File: src/rtl/cbm2_busarb.sv
// cbm2_busarb: arbitrates CHANNELS bus masters onto one shared variable-latency memory port.
// Latency: grant in the IDLE cycle req is seen, mem_req the next cycle, ack/rdata one cycle after mem_ready.
// Backpressure: masters hold req until ack; memory stalls via mem_ready (CBM2_BUSARB_TIMEOUT_EN adds abort).
`timescale 1ns/1ps
module cbm2_busarb #(
  parameter int CHANNELS   = 3,
  parameter int AW         = 25,
  parameter int DW         = 8,
  parameter int RR         = 1,
  parameter int TMO_CYCLES = 15
) (
  input  logic                   clk_sys,
  input  logic                   reset_n,
  input  logic [CHANNELS-1:0]    req,
  input  logic [CHANNELS-1:0]    we,
  input  logic [CHANNELS*AW-1:0] addr,
  input  logic [CHANNELS*DW-1:0] wdata,
  output logic [CHANNELS-1:0]    ack,
  output logic [CHANNELS*DW-1:0] rdata,
  output logic [CHANNELS-1:0]    err,
  output logic                   mem_req,
  output logic                   mem_we,
  output logic [AW-1:0]          mem_addr,
  output logic [DW-1:0]          mem_wdata,
  input  logic                   mem_ready,
  input  logic [DW-1:0]          mem_rdata
);

  localparam int IW = $clog2(CHANNELS);

  // Reject configurations the datapath was not sized for.
  if (CHANNELS < 2 || CHANNELS > 8 || TMO_CYCLES < 1 || TMO_CYCLES > 255) begin : g_cfg_check
    $error("cbm2_busarb: CHANNELS must be 2..8 and TMO_CYCLES 1..255");
  end

  typedef enum logic {
    IDLE = 1'b0,
    BUSY = 1'b1
  } state_t;

  state_t                       state_q, state_d;
  logic [IW-1:0]                last_q, last_d;     // round-robin pointer: last granted channel
  logic [IW-1:0]                gnt_q, gnt_d;       // channel owning the current access
  logic                         mem_we_q, mem_we_d;
  logic [AW-1:0]                mem_addr_q, mem_addr_d;
  logic [DW-1:0]                mem_wdata_q, mem_wdata_d;
  logic [CHANNELS-1:0]          ack_q, ack_d;
  logic [CHANNELS-1:0][DW-1:0]  rdata_q, rdata_d;

  logic [CHANNELS-1:0]          elig;
  logic                         win_vld;
  logic [IW-1:0]                win_idx;
  int                           rr_pos;
  logic                         tmo_hit;

  // Winner selection; a channel being acked right now is excluded so its stale req is not re-granted.
  always_comb begin
    elig    = req & ~ack_q;
    win_vld = 1'b0;
    win_idx = '0;
    rr_pos  = 0;
    if (RR != 0) begin
      for (int i = 1; i <= CHANNELS; i++) begin
        rr_pos = int'(last_q) + i;
        if (rr_pos >= CHANNELS) rr_pos = rr_pos - CHANNELS;
        if (!win_vld && elig[rr_pos]) begin
          win_vld = 1'b1;
          win_idx = IW'(rr_pos);
        end
      end
    end else begin
      for (int i = CHANNELS - 1; i >= 0; i--) begin
        if (elig[i]) begin
          win_vld = 1'b1;
          win_idx = IW'(i);
        end
      end
    end
  end

  // Next-state logic: grant in IDLE, complete (or abort) in BUSY, ack one cycle later.
  always_comb begin
    state_d     = state_q;
    last_d      = last_q;
    gnt_d       = gnt_q;
    mem_we_d    = mem_we_q;
    mem_addr_d  = mem_addr_q;
    mem_wdata_d = mem_wdata_q;
    ack_d       = '0;
    rdata_d     = rdata_q;
    case (state_q)
      IDLE: begin
        if (win_vld) begin
          state_d     = BUSY;
          gnt_d       = win_idx;
          last_d      = win_idx;
          mem_we_d    = we[win_idx];
          mem_addr_d  = addr[int'(win_idx)*AW +: AW];
          mem_wdata_d = wdata[int'(win_idx)*DW +: DW];
        end
      end
      BUSY: begin
        if (mem_ready) begin
          state_d        = IDLE;
          ack_d[gnt_q]   = 1'b1;
          if (!mem_we_q) rdata_d[gnt_q] = mem_rdata;
        end else if (tmo_hit) begin
          // Aborted read returns all ones so the master sees a recognisable value.
          state_d        = IDLE;
          ack_d[gnt_q]   = 1'b1;
          if (!mem_we_q) rdata_d[gnt_q] = '1;
        end
      end
      default: state_d = IDLE;
    endcase
  end

  // State and datapath registers; reset also aborts an access in flight.
  always_ff @(posedge clk_sys) begin
    if (!reset_n) begin
      state_q     <= IDLE;
      last_q      <= IW'(CHANNELS - 1);
      gnt_q       <= '0;
      mem_we_q    <= 1'b0;
      mem_addr_q  <= '0;
      mem_wdata_q <= '0;
      ack_q       <= '0;
      rdata_q     <= '0;
    end else begin
      state_q     <= state_d;
      last_q      <= last_d;
      gnt_q       <= gnt_d;
      mem_we_q    <= mem_we_d;
      mem_addr_q  <= mem_addr_d;
      mem_wdata_q <= mem_wdata_d;
      ack_q       <= ack_d;
      rdata_q     <= rdata_d;
    end
  end

`ifdef CBM2_BUSARB_TIMEOUT_EN
  localparam logic [7:0] TMO_LIM = 8'(TMO_CYCLES - 1);

  logic [7:0]          tmo_cnt_q, tmo_cnt_d;
  logic [CHANNELS-1:0] err_q, err_d;

  // The limit fires in the BUSY cycle where the stall count would reach TMO_CYCLES; mem_ready wins.
  assign tmo_hit = (state_q == BUSY) && !mem_ready && (tmo_cnt_q == TMO_LIM);

  // Stall counter restarts on grant; error flags are sticky until reset.
  always_comb begin
    tmo_cnt_d = tmo_cnt_q;
    err_d     = err_q;
    if (state_q == IDLE) begin
      if (win_vld) tmo_cnt_d = '0;
    end else if (!mem_ready) begin
      tmo_cnt_d = tmo_cnt_q + 8'd1;
    end
    if (tmo_hit) err_d[gnt_q] = 1'b1;
  end

  // Timeout registers.
  always_ff @(posedge clk_sys) begin
    if (!reset_n) begin
      tmo_cnt_q <= '0;
      err_q     <= '0;
    end else begin
      tmo_cnt_q <= tmo_cnt_d;
      err_q     <= err_d;
    end
  end

  assign err = err_q;
`else
  assign tmo_hit = 1'b0;
  assign err     = '0;
`endif

  assign ack       = ack_q;
  assign rdata     = rdata_q;
  assign mem_req   = (state_q == BUSY);
  assign mem_we    = mem_we_q;
  assign mem_addr  = mem_addr_q;
  assign mem_wdata = mem_wdata_q;

endmodule

File: config.mk
export PLATFORM = sky130hd
export DESIGN_NAME = cbm2_busarb
export DESIGN_NICKNAME = d
export VERILOG_FILES = /design/src/rtl/cbm2_busarb.sv
export SDC_FILE = /design/constraint.sdc
export NUM_CORES = 1
export LEC_CHECK = 0
export ABC_CLOCK_PERIOD_IN_PS = 3770
export BUFFER_PORTS_ARGS = -buffer_cell sky130_fd_sc_hd__buf_4
export CORE_ASPECT_RATIO = 1.25
export CORE_MARGIN = 4
export CORE_UTILIZATION = 50
export CTS_CLUSTER_DIAMETER = 100
export DETAILED_ROUTE_END_ITERATION = 7
export PLACE_DENSITY_LB_ADDON = 0.08
export SETUP_SLACK_MARGIN = 0.4
export SLEW_MARGIN = 10
export SYNTH_ARGS = -nofsm -noshare
export SYNTH_HDL_FRONTEND = slang
export SYNTH_SLANG_ARGS = --single-unit
File: constraint.sdc
create_clock -name clk_sys -period 3.77 [get_ports clk_sys]
set_input_delay 0.5655 -clock clk_sys [delete_from_list [all_inputs] [get_ports clk_sys]]
set_output_delay 0.5655 -clock clk_sys [all_outputs]
set_load 0.01 [all_outputs]
**Yosys cells after proc, flatten, opt, wreduce, memory -nomap -nowiden**

Index checks and enable logic that the tools add are counted.
W data, S select, Z words.

- Logic and storage cells: 68
- Flip-flop bits (word level): 66
- Bits of input ports: 116
- Output and inout port bits: 65

- Multiplexer cells: 28
- Multiply operators: 1
- $add $sub $neg: 6
- Reduce and logical (&&, ||, !) cells: 8
- Shift operators: 2
- Bitwise gates (word level): 4
- Magnitude comparators: 9

Operator list:

| kind | count |
|---|---|
| $lt A32 B4 Y1 const B | 3 |
| $mux W32 | 3 |
| $shiftx A75 B8 Y25 | 1 |
| $bwmux W24 | 1 |
| $shiftx A24 B6 Y8 | 1 |
| $demux W8 S2 | 1 |
| $mux W1 | 13 |
| $sub A3 B2 Y4 const B | 3 |
| $ge A3 B2 Y1 const B | 3 |
| $bmux W1 S2 | 4 |
| $mux W8 | 1 |
| $mul A2 B5 Y7 const B | 1 |
| $add A2 B2 Y3 const B | 2 |
| $lt A2 B3 Y1 const B | 2 |
| $mux W2 | 3 |
| $reduce_and A3 Y1 | 2 |
| $add A2 B1 Y3 const B | 1 |
| $and A3 B3 Y3 | 1 |
| $logic_and A1 B1 Y1 | 3 |
| $not A3 Y3 | 1 |
| $demux W1 S2 | 1 |
| $ge A2 B1 Y1 const B | 1 |
| $logic_not A1 Y1 | 2 |
| $not A1 Y1 | 2 |
| 2 further kinds | 2 |

**Longest topological paths before layout**

Gate-level depths: netlist of run 1.

- Depth after elaboration: 15
- Gate-level depth with buffers: 12
- Depth with buffers taken out: 8

**Worst setup path after synthesis of run 1**

OpenSTA, ideal clock, no wires.

- Kind: flip-flop to flip-flop
- Start: register last_q[0]
- End: register mem_addr_q[0], in the netlist mem_addr[0]
- Setup time: 0.119 ns
- Buffers on the path: 3
- Slack: 1.268 ns
- Period minus slack after synthesis: 2.502 ns
- Arrival: 2.382 ns
- Data required time: 3.651 ns
- Cell stages (with the launch flop): 12
- Path through: dfxtp_1 -> buf_4 -> inv_1 -> ha_1 -> buf_6 -> nor4b_4 -> o21ai_0 -> o21bai_4 -> o211ai_4 -> buf_8 -> o221ai_2 -> o21ai_1

- Word-level cells in the longest chain between the ends: 15
- Elaborated cells on any way between the ends: 34
- Those cells by class: 6 x add/sub; 1 x mul; 3 x order compare; 1 x shift; 18 x mux; 5 x reduce/logical

Ends and longest elaborated chain:

| item | RTL line | source |
|---|---|---|
| start: declaration | 42 | `logic [IW-1:0] last_q, last_d;` |
| start signal: assignment | 122 | `last_q <= IW'(CHANNELS - 1);` |
| start signal: assignment | 131 | `last_q <= last_d;` |
| $add A2 B1 Y3 | 64 | `rr_pos = int'(last_q) + i;` |
| $sub A3 B2 Y4 / $ge A3 B2 Y1 (equally long branches) | 65 | `if (rr_pos >= CHANNELS) rr_pos = rr_pos - CHANNELS;` |
| $mux W32 | 65 |  |
| $bmux W1 S2 | 66 | `if (!win_vld && elig[rr_pos]) begin` |
| $mux W1 (not written as such) (2 in a row) | 66 |  |
| $mux W1 | 66 |  |
| $logic_not A1 Y1 | 66 |  |
| $logic_and A1 B1 Y1 | 66 |  |
| $mux W1 | 66 |  |
| $logic_not A1 Y1 | 66 |  |
| $logic_and A1 B1 Y1 | 66 |  |
| $mux W2 | 66 |  |
| $mul A2 B5 Y7 | 98 | `mem_addr_d = addr[int'(win_idx)*AW +: AW];` |
| $shiftx A75 B8 Y25 | 98 |  |
| end signal: assignment | 134 | `mem_addr_q <= mem_addr_d;` |
| end: declaration | 45 | `logic [AW-1:0] mem_addr_q, mem_addr_d;` |

Several ways; a longest one is shown, not always the timed one. The select of a mux whose other input is x is not followed.
A chain may end at the register's enable or synchronous reset.

**Final worst setup path of run 1**

- Start: register last_q[0]
- End: register mem_wdata_q[0], in the netlist mem_wdata[0]

- Word-level cells in the longest chain between the ends: 14
- Elaborated cells on any way between the ends: 33
- Those cells by class: 6 x add/sub; 3 x order compare; 1 x shift; 18 x mux; 5 x reduce/logical

Ends and longest elaborated chain:

| item | RTL line | source |
|---|---|---|
| $add A2 B1 Y3 | 64 |  |
| $sub A3 B2 Y4 / $ge A3 B2 Y1 (equally long branches) | 65 |  |
| $mux W32 | 65 |  |
| $bmux W1 S2 | 66 |  |
| $mux W1 (not written as such) (2 in a row) | 66 |  |
| $mux W1 | 66 |  |
| $logic_not A1 Y1 | 66 |  |
| $logic_and A1 B1 Y1 | 66 |  |
| $mux W1 | 66 |  |
| $logic_not A1 Y1 | 66 |  |
| $logic_and A1 B1 Y1 | 66 |  |
| $mux W2 / $mux W1 (equally long branches) | 66 |  |
| $shiftx A24 B6 Y8 / $reduce_and A2 Y1 (equally long branches) | - |  |
| end signal: assignment | 135 | `mem_wdata_q <= mem_wdata_d;` |
| end: declaration | 46 | `logic [DW-1:0] mem_wdata_q, mem_wdata_d;` |

Several ways; a longest one is shown, not always the timed one. The select of a mux whose other input is x is not followed.

==> summary.txt, run 1 <==
status - complete, no violations
CP Launch Type - flip-flop
die width - 85.1 µm
final RePlAce weighted congestion - 0.832
final slew viol count - 0
hold endpoint - mem_addr[12]
Die ar. - 8890 µm²
Unique masters post-synth - 59
clk root buf - clkbuf_8
clk sinks - 65
unrepaired setup endpoints after global routing - no
vias in the first global route - 3,297
finished layout cell area - 5220 µm²
DR vias/cell - 5.45
# DRC - 0
final WL - 10,700 µm
area of the multi-input gates - 2170 µm²
Hold Startpoint - mem_addr[12]
Async S/R FF share, synth - 0
cell taking the most area after synthesis - dfxtp_1
1st-pass router iterations - 4
Synth Flop Type - dfxtp_1
R2R Setup Slk - 0.70 ns
VDD IR max - 0.523 mV
flip-flop and latch area - 1300 µm²
most numerous cell in the Yosys netlist - dfxtp_1
layout cells sized above 1 - 0.556
Fin Clk Skew - 0.0116 ns
Synth Area per Inst - 10.8 µm²
Post-synth EDFFs - 0
CTS Buf Count - 9
clk_lat worst skew - 0.34 ns
H-tree levels - 3
power per cell area - 753 nW/µm²
grt ovf - 0
Initial Util - 0.524
crit share post-route - 0.814
# fillers - 542
max incr delay on CP - 0.61 ns
Clock Pin Slew Worst Setup and Hold Paths - 0.08 ns
n_diodes - 0
Max-slew headroom - 0.585
CP max FO - 22
CTS tree - done
fmax - 326 MHz
Cell Area, Synth - 3720 µm²
first-pass GRT wire length - 16,800 µm
Worst Reg-to-Reg Cells - 9
GRT Total Usage - 0.234
Area Overhead vs Synth - 40.3%
max-cap viol count - 0
Placed Area - 5010 µm²
clk buf depth - 2
Final nets - 635
Syn Inst Count - 344
DP HPWL - 8220 µm
Crit Path Class - flip-flop to flip-flop
Arr. time, crit path - 3.33 ns
launch point of the worst reg-to-reg path - last_q[0]
largest net degree at the start of global routing - 33
routed vias - 3,326
Static Leak - 2.28 nW
Slowest-stage cell, CP - dfxtp_1
Least-Margin Pin Slew - 0.622 ns
cell row count - 34
Hold Path Class - flip-flop to flip-flop
Port Buffer Count - 177
FF-to-FF End - mem_wdata[0]
Die H - 104 µm
initial antenna violation count - 0
Synth Register Bits - 65
setup_tns - 0 ns
post-route ant nets - 0
register area share after synthesis - 0.350
Hold Crit Depth - 2
minimum clock period - 3.07 ns
Synth top cells by count - 65 x dfxtp_1, 35 x nand2_1, 33 x o21ai_1
DRT iter0 DRCs - 139
wire per inst - 17.6 µm
Worst setup EP type - flip-flop
Cell Chain, Critical Path - inv_1, ha_4, nor4b_2, a211o_4, o21bai_4, o211ai_4, buf_4, o221ai_1, o21ai_1
Ports - 181
top cell type's share of synthesized area - 0.350
Synthesis Warnings - 0
Worst EP required - 4.03 ns
CP startpoint - last_q[0]
Hold Violations, Final - 0
core area - 7100 µm²
Setup Viol. Count Final - 0
post-CTS setup buffer count - 0
top cells by area, synth - dfxtp_1 35%, o221ai_2 12%, nor3b_2 10%, mux2i_1 7.0%, o21ai_1 4.4%
-- where the power goes --
part	internal, mW	leakage (nW)	switching [mW]
Clock	0.308	0.0964	0.277
Combinational	1.09	1.66	1.31
Sequential	0.846	0.532	0.104
-- metal layers --
| metal | part of all wire | wire (µm) | vias up | global-route usage |
|---|---|---|---|---|
| li1 | - | - | 1625 | - |
| met3 | 0.090 | 970 | 20 | 0.0658 |
| met4 | 0.028 | 301 | 0 | 0.0939 |
| met2 | 0.49 | 5280 | 140 | 0.391 |
| met1 | 0.39 | 4180 | 1541 | 0.278 |
| met5 | 0 | 0 | - | 0 |
-- worst max-delay path: cells and delay by family (launching register included) --
kind | cells | cell delay (ns)
compound gates | 5 | 0.87
fa+ha+maj | 1 | 0.36
buf+inv | 2 | 0.64
flops | 1 | 0.61
simple gates | 1 | 0.51
-- timing repair --
action                                  in CTS  in global routing
endpoints found under the setup margin       9                  5
resized for setup                            1                  1
endpoints found under the hold margin        0                  0
hold buffers                                 0                  0
-- worst max path at each step --
stage / end / slack, ns / cells after the start
3_5_place_dp: mem_wdata[0] / 0.39 / 9
2_1_floorplan: mem_addr[0] / 1.27 / 11
6_report: mem_wdata[0] / 0.70 / 9
4_1_cts: mem_wdata[0] / 0.53 / 9
5_1_grt: mem_wdata[0] / 0.49 / 9
3_3_place_gp: mem_wdata[0] / 0.58 / 9
-- layout by cell type, fill, tap and decap left out, types with 2 or more instances in the layout --
master / n
nor3_1: 3
nor2_1: 26
nand3_1: 2
conb_1: 3
o221ai_1: 3
mux2i_1: 26
o21ai_1: 33
o221ai_2: 30
clkinv_4: 3
nor3b_1: 3
nor4b_4: 2
buf_4: 186
nor3b_2: 30
ha_1: 3
nand2_1: 35
or4_1: 2
nor2_4: 2
o21ai_0: 3
a21oi_1: 6
clkbuf_8: 9
inv_1: 5
a211oi_2: 2
dfxtp_1: 65
-- sequential cells by signal, indices dropped and copies added (netlist names) --
| name | count |
|---|---|
| ack | 3 |
| gnt_q | 1 |
| last_q | 2 |
| mem_addr | 25 |
| mem_req | 1 |
| mem_wdata | 8 |
| mem_we | 1 |
| rdata | 24 |
-- metrics by stage --
| step | util | std cells | setup slack, ns | hold WS [ns] | total power, mW |
|---|---|---|---|---|---|
| 2_1_floorplan | - | 346 | 1.27 | 0.473 | 2.87 |
| 3_3_place_gp | 0.705 | 594 | 0.576 | 0.436 | 3.31 |
| 3_5_place_dp | 0.705 | 594 | 0.389 | 0.443 | 3.36 |
| 4_1_cts | 0.733 | 610 | 0.526 | 0.452 | 3.96 |
| 5_1_grt | 0.735 | 610 | 0.488 | 0.469 | 4.18 |
| 6_report | 0.735 | 610 | 0.702 | 0.447 | 3.93 |
-- final cells by class --
cell class                 instances  area share
tap                               90      0.0216
clock inverter                     6      0.0132
multi-input combinational        246       0.416
timing repair buffer             187       0.271
sequential                        65       0.249
inverter                           6     0.00431
clock buffer                      10      0.0244
-- logic make-up after synthesis --
logic type / Yosys count / share of synthesized area
simple gates: 118 / 0.237
compound gates: 94 / 0.252
flops: 65 / 0.350
buf+inv: 35 / 0.0740
mux: 26 / 0.0700
fa+ha+maj: 4 / 0.0135
other cells: 1 / 0.00101
xor+xnor: 1 / 0.00235
(Power assumes the default switching activity.)
==> inputs of run 2 (changes only) <==
Settings changed: ABC_CLOCK_PERIOD_IN_PS 3770 to 2730, CORE_UTILIZATION 50 to 42.
Clock period 3.77 ns to 2.73 ns, I/O delays scaled along.
==> run 2 against run 1 <==
Hold slack got worse by 0.15 ns. Power rose by 68%. Clock-buffer cell count fell by 1. Worst setup slack got worse by 0.38 ns. Global-route usage fell by 2.1 points.
==> summary.txt, run 2 (synthesis gave the netlist of run 1 again) <==
DP HPWL - 8390 µm (was 8220 µm)
Least-Margin Pin Slew - 0.501 ns (was 0.622 ns)
VDD IR max - 0.570 mV (was 0.523 mV)
fmax - 416 MHz (was 326 MHz)
Hold Violations, Final - 0 (unchanged)
clk buf depth - 2 (unchanged)
# DRC - 0 (unchanged)
CP max FO - 8 (was 22)
Final nets - 654 (was 635)
1st-pass router iterations - 4 (unchanged)
layout cells sized above 1 - 0.594 (was 0.556)
setup_tns - 0 ns (unchanged)
CP Launch Type - flip-flop (unchanged)
clk sinks - 65 (unchanged)
Arr. time, crit path - 2.65 ns (was 3.33 ns)
H-tree levels - 3 (unchanged)
DRT iter0 DRCs - 134 (was 139)
first-pass GRT wire length - 17,600 µm (was 16,800 µm)
grt ovf - 0 (unchanged)
Area Overhead vs Synth - 53.0% (was 40.3%)
Setup Viol. Count Final - 0 (unchanged)
power per cell area - 1160 nW/µm² (was 753 nW/µm²)
status - complete, no violations (unchanged)
Cell Chain, Critical Path - inv_6, ha_4, and3b_2, a211oi_4, o2111ai_4, o22ai_4, clkbuf_16, nor3b_4, o21ai_1 (was inv_1, ha_4, nor4b_2, a211o_4, o21bai_4, o211ai_4, buf_4, o221ai_1, o21ai_1)
Die ar. - 10,400 µm² (was 8890 µm²)
CTS tree - done (unchanged)
routed vias - 3,455 (was 3,326)
Largest register FFs - 25 (unchanged)
clk_lat worst skew - 0.35 ns (was 0.34 ns)
minimum clock period - 2.41 ns (was 3.07 ns)
Clock Pin Slew Worst Setup and Hold Paths - 0.09 ns (was 0.08 ns)
wire per inst - 18.2 µm (was 17.6 µm)
Crit Path Class - flip-flop to flip-flop (unchanged)
flip-flop and latch area - 1310 µm² (was 1300 µm²)
Fin Clk Skew - 0.0104 ns (was 0.0116 ns)
crit share post-route - 0.881 (was 0.814)
Slowest-stage cell, CP - dfxtp_4 (was dfxtp_1)
largest net degree at the start of global routing - 33 (unchanged)
max-cap viol count - 0 (unchanged)
Port Buffer Count - 177 (unchanged)
final WL - 12,000 µm (was 10,700 µm)
Min Hold Slack - 0.300 ns (was 0.447 ns)
final RePlAce weighted congestion - 0.891 (was 0.832)
cell row count - 38 (was 34)
CTS Hold Bufs - 0 (unchanged)
Max-slew headroom - 0.666 (was 0.585)
Ports - 181 (unchanged)
initial antenna violation count - 0 (unchanged)
DR vias/cell - 5.24 (was 5.45)
Worst setup EP type - flip-flop (unchanged)
# fillers - 759 (was 542)
Die H - 113 µm (was 104 µm)
core area - 8650 µm² (was 7100 µm²)
commonest non-fill, non-tap cell in the layout - buf_4 (unchanged)
Worst EP required - 2.98 ns (was 4.03 ns)
unrepaired setup endpoints after global routing - yes (was no)
CTS Buf Count - 9 (unchanged)
final slew viol count - 0 (unchanged)
Final Non-Filler Cells - 659 (was 610)
vias in the first global route - 3,508 (was 3,297)
Hold Path Class - input port to flip-flop (was flip-flop to flip-flop)
die width - 92.2 µm (was 85.1 µm)
Initial Util - 0.430 (was 0.524)
area of the multi-input gates - 2290 µm² (was 2170 µm²)
clk root buf - clkbuf_8 (unchanged)
placed cells - 630 (was 594)
most frequent cells in the layout - 194 x buf_4, 63 x dfxtp_1, 35 x nand2_1 (was 186 x buf_4, 65 x dfxtp_1, 35 x nand2_1)
post-route ant nets - 0 (unchanged)
GRT Total Usage - 0.213 (was 0.234)
max incr delay on CP - 0.38 ns (was 0.61 ns)
Static Leak - 2.47 nW (was 2.28 nW)
n_diodes - 0 (unchanged)
run 2: cell count changes in the layout (fill, tap and decap cells not counted), moves of 3 or more:
cell       change
buf_6          +4
buf_4          +8
nor3b_4        +4
inv_6          +3
clkbuf_16      +3
run 2: cell type report:
type	instances	area share
Timing Repair Buffer	206	0.293
Sequential cell	65	0.230
Multi-Input combinational cell	246	0.402
Tap cell	120	0.0264
Clock inverter	7	0.0220
Inverter	6	0.00528
Clock buffer	9	0.0218
run 2: final timing paths:
check | from | to | slack, ns | cells after the start
worst max-delay path | last_q[0] | mem_wdata[6] | 0.32 | 9
worst min-delay path | wdata[5] | mem_wdata[5] | 0.30 | 3
worst max register to register | last_q[0] | mem_wdata[6] | 0.32 | 9
worst min register to register | mem_wdata[2] | mem_wdata[2] | 0.45 | 2
run 2: worst max-delay path: cells and delay by family, from the launching register on:
| family | cells | cell delay (ns) |
|---|---|---|
| buf+inv | 2 | 0.28 |
| flops | 1 | 0.38 |
| compound gates | 4 | 0.94 |
| simple gates | 2 | 0.45 |
| fa+ha+maj | 1 | 0.25 |
run 2: through the flow:
step                      worst slack, ns  total power, mW  instance area, µm²   util
after floorplan                     0.404             3.98                3740      -
after global placement              0.204             4.80                5130  0.593
after detailed placement            0.132             4.85                5130  0.593
after CTS                           0.408             6.04                5470  0.632
after global routing                0.213             7.02                5690  0.658
final                               0.324             6.61                5690  0.658
run 2: metal layers:
layer  wire (µm)  track usage  vias to the layer above
met3         887       0.0711                       24
met1        4500        0.232                     1628
met5           0            0                        -
met4         336       0.0971                        0
met2        6280        0.372                      144
li1            -            -                     1659
run 2: repair_timing:
item,4_1_cts,5_1_grt
pin swaps,7,10
gates resized for setup,17,19
setup endpoints to repair,34,34
setup buffers,2,7
cloned,0,4
run 2: report_power, final:
group	internal (mW)	switching [mW]
combinational	2.10	2.17
sequential	1.17	0.135
clock	0.616	0.422
==> inputs of run 3 (changes only) <==
Settings changed: ABC_AREA set to 1, BUFFER_PORTS_ARGS -buffer_cell sky130_fd_sc_hd__buf_4 to -buffer_cell sky130_fd_sc_hd__clkbuf_2.
==> run 3 against run 2 <==
Critical path depth increased by 1. Via count increased by 18%. Routed wire length decreased by 0.64%. Cell count increased by 22%. Critical path type unchanged. Combinational power increased by 13%. Sequential share of layout area increased by 3.3 points.
==> summary.txt, run 3 <==
grt ovf - 0 (unchanged)
top cell type's share of synthesized area - 0.345 (was 0.350)
most frequent cells in the layout - 177 x clkbuf_2, 65 x dfxtp_1, 60 x a21oi_1 (was 194 x buf_4, 63 x dfxtp_1, 35 x nand2_1)
cell row count - 38 (unchanged)
clock power share - 0.132 (was 0.157)
Static Leak - 2.60 nW (was 2.47 nW)
DRT iter0 DRCs - 203 (was 134)
final slew viol count - 0 (unchanged)
fin util - 0.569 (was 0.658)
Arr. time, crit path - 2.39 ns (was 2.65 ns)
hold endpoint - rdata[1] (was mem_wdata[5])
Die H - 114 µm (was 113 µm)
DR vias/cell - 5.06 (was 5.24)
H-tree levels - 3 (unchanged)
Hold Path Class - input port to flip-flop (unchanged)
Synth Flop Type - dfxtp_1 (unchanged)
largest net degree at the start of global routing - 39 (was 33)
Syn Inst Count - 508 (was 344)
Sequential Power Share - 0.197 (was 0.198)
Fin Clk Skew - 0.00856 ns (was 0.0104 ns)
Async S/R FF share, synth - 0 (unchanged)
Post-synth EDFFs - 0 (unchanged)
Unique masters post-synth - 34 (was 59)
Sw Pwr - 3.71 mW (was 2.72 mW)
Area Overhead vs Synth - 31.3% (was 53.0%)
vias in the first global route - 4,027 (was 3,508)
n_diodes - 0 (unchanged)
CTS Hold Bufs - 0 (unchanged)
Crit Path Class - flip-flop to flip-flop (unchanged)
clk root buf - clkbuf_8 (unchanged)
die width - 92.8 µm (was 92.2 µm)
Synth Register Bits - 65 (unchanged)
Clock Pin Slew Worst Setup and Hold Paths - 0.08 ns (was 0.09 ns)
Synth top cells by count - 65 x dfxtp_1, 60 x a21oi_1, 58 x nor2_1 (was 65 x dfxtp_1, 35 x nand2_1, 33 x o21ai_1)
worst slack at placement - 0.194 ns (was 0.132 ns)
max-cap viol count - 0 (unchanged)
GRT Total Usage - 0.223 (was 0.213)
layout cells sized above 1 - 0.379 (was 0.594)
final WL - 11,900 µm (was 12,000 µm)
Hold Startpoint - mem_rdata[1] (was wdata[5])
Worst EP required - 2.97 ns (was 2.98 ns)
Port Buffer Count - 177 (unchanged)
finished layout cell area - 4950 µm² (was 5690 µm²)
R2R Setup Slk - 0.57 ns (was 0.32 ns)
Die ar. - 10,600 µm² (was 10,400 µm²)
Cell Area, Synth - 3770 µm² (was 3720 µm²)
setup_tns - 0 ns (unchanged)
Tot Pwr - 7.15 mW (was 6.61 mW)
power per cell area - 1440 nW/µm² (was 1160 nW/µm²)
Placed Area - 4640 µm² (was 5130 µm²)
CP max FO - 24 (was 8)
Initial Util - 0.433 (was 0.430)
Cell Int Power - 3.43 mW (was 3.89 mW)
Synth Area per Inst - 7.42 µm² (was 10.8 µm²)
unrepaired setup endpoints after global routing - no (was yes)
clk sinks - 65 (unchanged)
clk buf depth - 2 (unchanged)
DP HPWL - 8640 µm (was 8390 µm)
status - complete, no violations (unchanged)
Worst Reg-to-Reg Cells - 10 (was 9)
commonest non-fill, non-tap cell in the layout - clkbuf_2 (was buf_4)
Synthesis Warnings - 0 (unchanged)
Hold Crit Depth - 3 (unchanged)
Switching Fraction - 0.520 (was 0.412)
register area share after synthesis - 0.345 (was 0.350)
Comb pwr share - 0.671 (was 0.645)
# DRC - 0 (unchanged)
crit share post-route - 0.789 (was 0.881)
clk_lat worst skew - 0.35 ns (about the same)
CP Launch Type - flip-flop (unchanged)
FF-to-FF End - mem_addr[4] (was mem_wdata[6])
VDD IR max - 0.631 mV (was 0.570 mV)
cell taking the most area after synthesis - dfxtp_1 (unchanged)
Ports - 181 (unchanged)
post-route setup slack - 0.575 ns (was 0.324 ns)
Largest register FFs - 25 (unchanged)
1st-pass router iterations - 4 (unchanged)
final RePlAce weighted congestion - 0.853 (was 0.891)
initial antenna violation count - 0 (unchanged)
wire per inst - 14.9 µm (was 18.2 µm)
CTS tree - done (unchanged)
routed vias - 4,063 (was 3,455)
core area - 8700 µm² (was 8650 µm²)
Setup Viol. Count Final - 0 (unchanged)
launch point of the worst reg-to-reg path - last_q[1] (was last_q[0])
CTS Buf Count - 9 (unchanged)
Worst setup EP type - flip-flop (unchanged)
minimum clock period - 2.16 ns (was 2.41 ns)
Final nets - 798 (was 654)
most numerous cell in the Yosys netlist - dfxtp_1 (unchanged)
first-pass GRT wire length - 18,900 µm (was 17,600 µm)
Hold Violations, Final - 0 (unchanged)
post-route ant nets - 0 (unchanged)
fmax - 464 MHz (was 416 MHz)
top cells by area, synth - dfxtp_1 35%, a21oi_1 8.0%, o21ai_0 7.6%, nand3b_1 6.6%, nor2_1 5.8% (was dfxtp_1 35%, o221ai_2 12%, nor3b_2 10%, mux2i_1 7.0%, o21ai_1 4.4%)
[run 3: cell count changes after synthesis, sizes merged, moves of 3 or more]
| cell | change |
|---|---|
| mux2i | -26 |
| a21oi | +62 |
| o21ai | +23 |
| buf | +9 |
| o221ai | -33 |
| nor3b | -33 |
| nor2 | +32 |
| inv | +52 |
| nand3b | +33 |
| bufbuf | -3 |
| nor4b | -3 |
| nand3 | +48 |
| nand2 | +32 |
[run 3: metrics by stage]
step	std cells	hold WS [ns]
finish	803	0.344
global route	803	0.331
CTS	801	0.319
detailed placement	784	0.496
global placement	784	0.490
floorplan	510	0.497
[run 3: worst max-delay path by stage]
| stage | startpoint | end | slack, ns |
|---|---|---|---|
| after floorplan | last_q[0] | mem_addr[14] | 0.65 |
| after global placement | last_q[0] | mem_addr[23] | 0.23 |
| after detailed placement | last_q[0] | mem_addr[23] | 0.19 |
| after CTS | last_q[1] | mem_addr[5] | 0.48 |
| after global routing | last_q[1] | mem_addr[4] | 0.41 |
| final | last_q[1] | mem_addr[4] | 0.57 |
[run 3: cell type report]
| class | count | area (µm²) |
|---|---|---|
| Clock buffer | 9 | 124 |
| Clock inverter | 7 | 101 |
| Fill cell | 865 | 3750 |
| Inverter | 57 | 241 |
| Multi-Input combinational cell | 356 | 2030 |
| Sequential cell | 65 | 1300 |
| Tap cell | 120 | 150 |
| Timing Repair Buffer | 189 | 1000 |
[run 3: power by group through the flow]
| stage | logic [mW] | registers [mW] | clock network [mW] |
|---|---|---|---|
| 2_1_floorplan | 3.66 | 1.51 | 0 |
| 3_3_place_gp | 4.44 | 1.42 | 0 |
| 3_5_place_dp | 4.47 | 1.42 | 0 |
| 4_1_cts | 4.70 | 1.41 | 0.962 |
| 5_1_grt | 5.33 | 1.44 | 0.996 |
| 6_report | 4.80 | 1.41 | 0.943 |
[run 3: cell families after synthesis]
logic type | share of synthesized area
simple gates | 0.325
compound gates | 0.189
buf+inv | 0.126
flops | 0.345
fa+ha+maj | 0.0133
other cells | 0.000994
[run 3: layer usage]
| layer | track usage | share of wire | up-vias |
|---|---|---|---|
| met2 | 0.389 | 0.50 | 175 |
| met1 | 0.256 | 0.40 | 1850 |
| li1 | - | - | 2012 |
| met3 | 0.0594 | 0.068 | 26 |
| met4 | 0.0929 | 0.028 | 0 |
| met5 | 0 | 0 | - |
[run 3: repair_timing]
item                                    4_1_cts  5_1_grt
buffers inserted                              0        2
endpoints found under the setup margin       37       33
endpoints found under the hold margin         0        0
resized for setup                             8        7
pin swaps                                     1        1
gates cloned                                  1        0
[run 3: worst max-delay path, cell delays in order (launching register included)]
cell	delay (ns)
dfxtp_1	0.38
inv_1	0.11
ha_4	0.37
inv_6	0.07
nand2_1	0.07
nand3_1	0.10
a31oi_2	0.29
nand2_8	0.20
buf_6	0.21
a21oi_1	0.16
a21oi_1	0.08
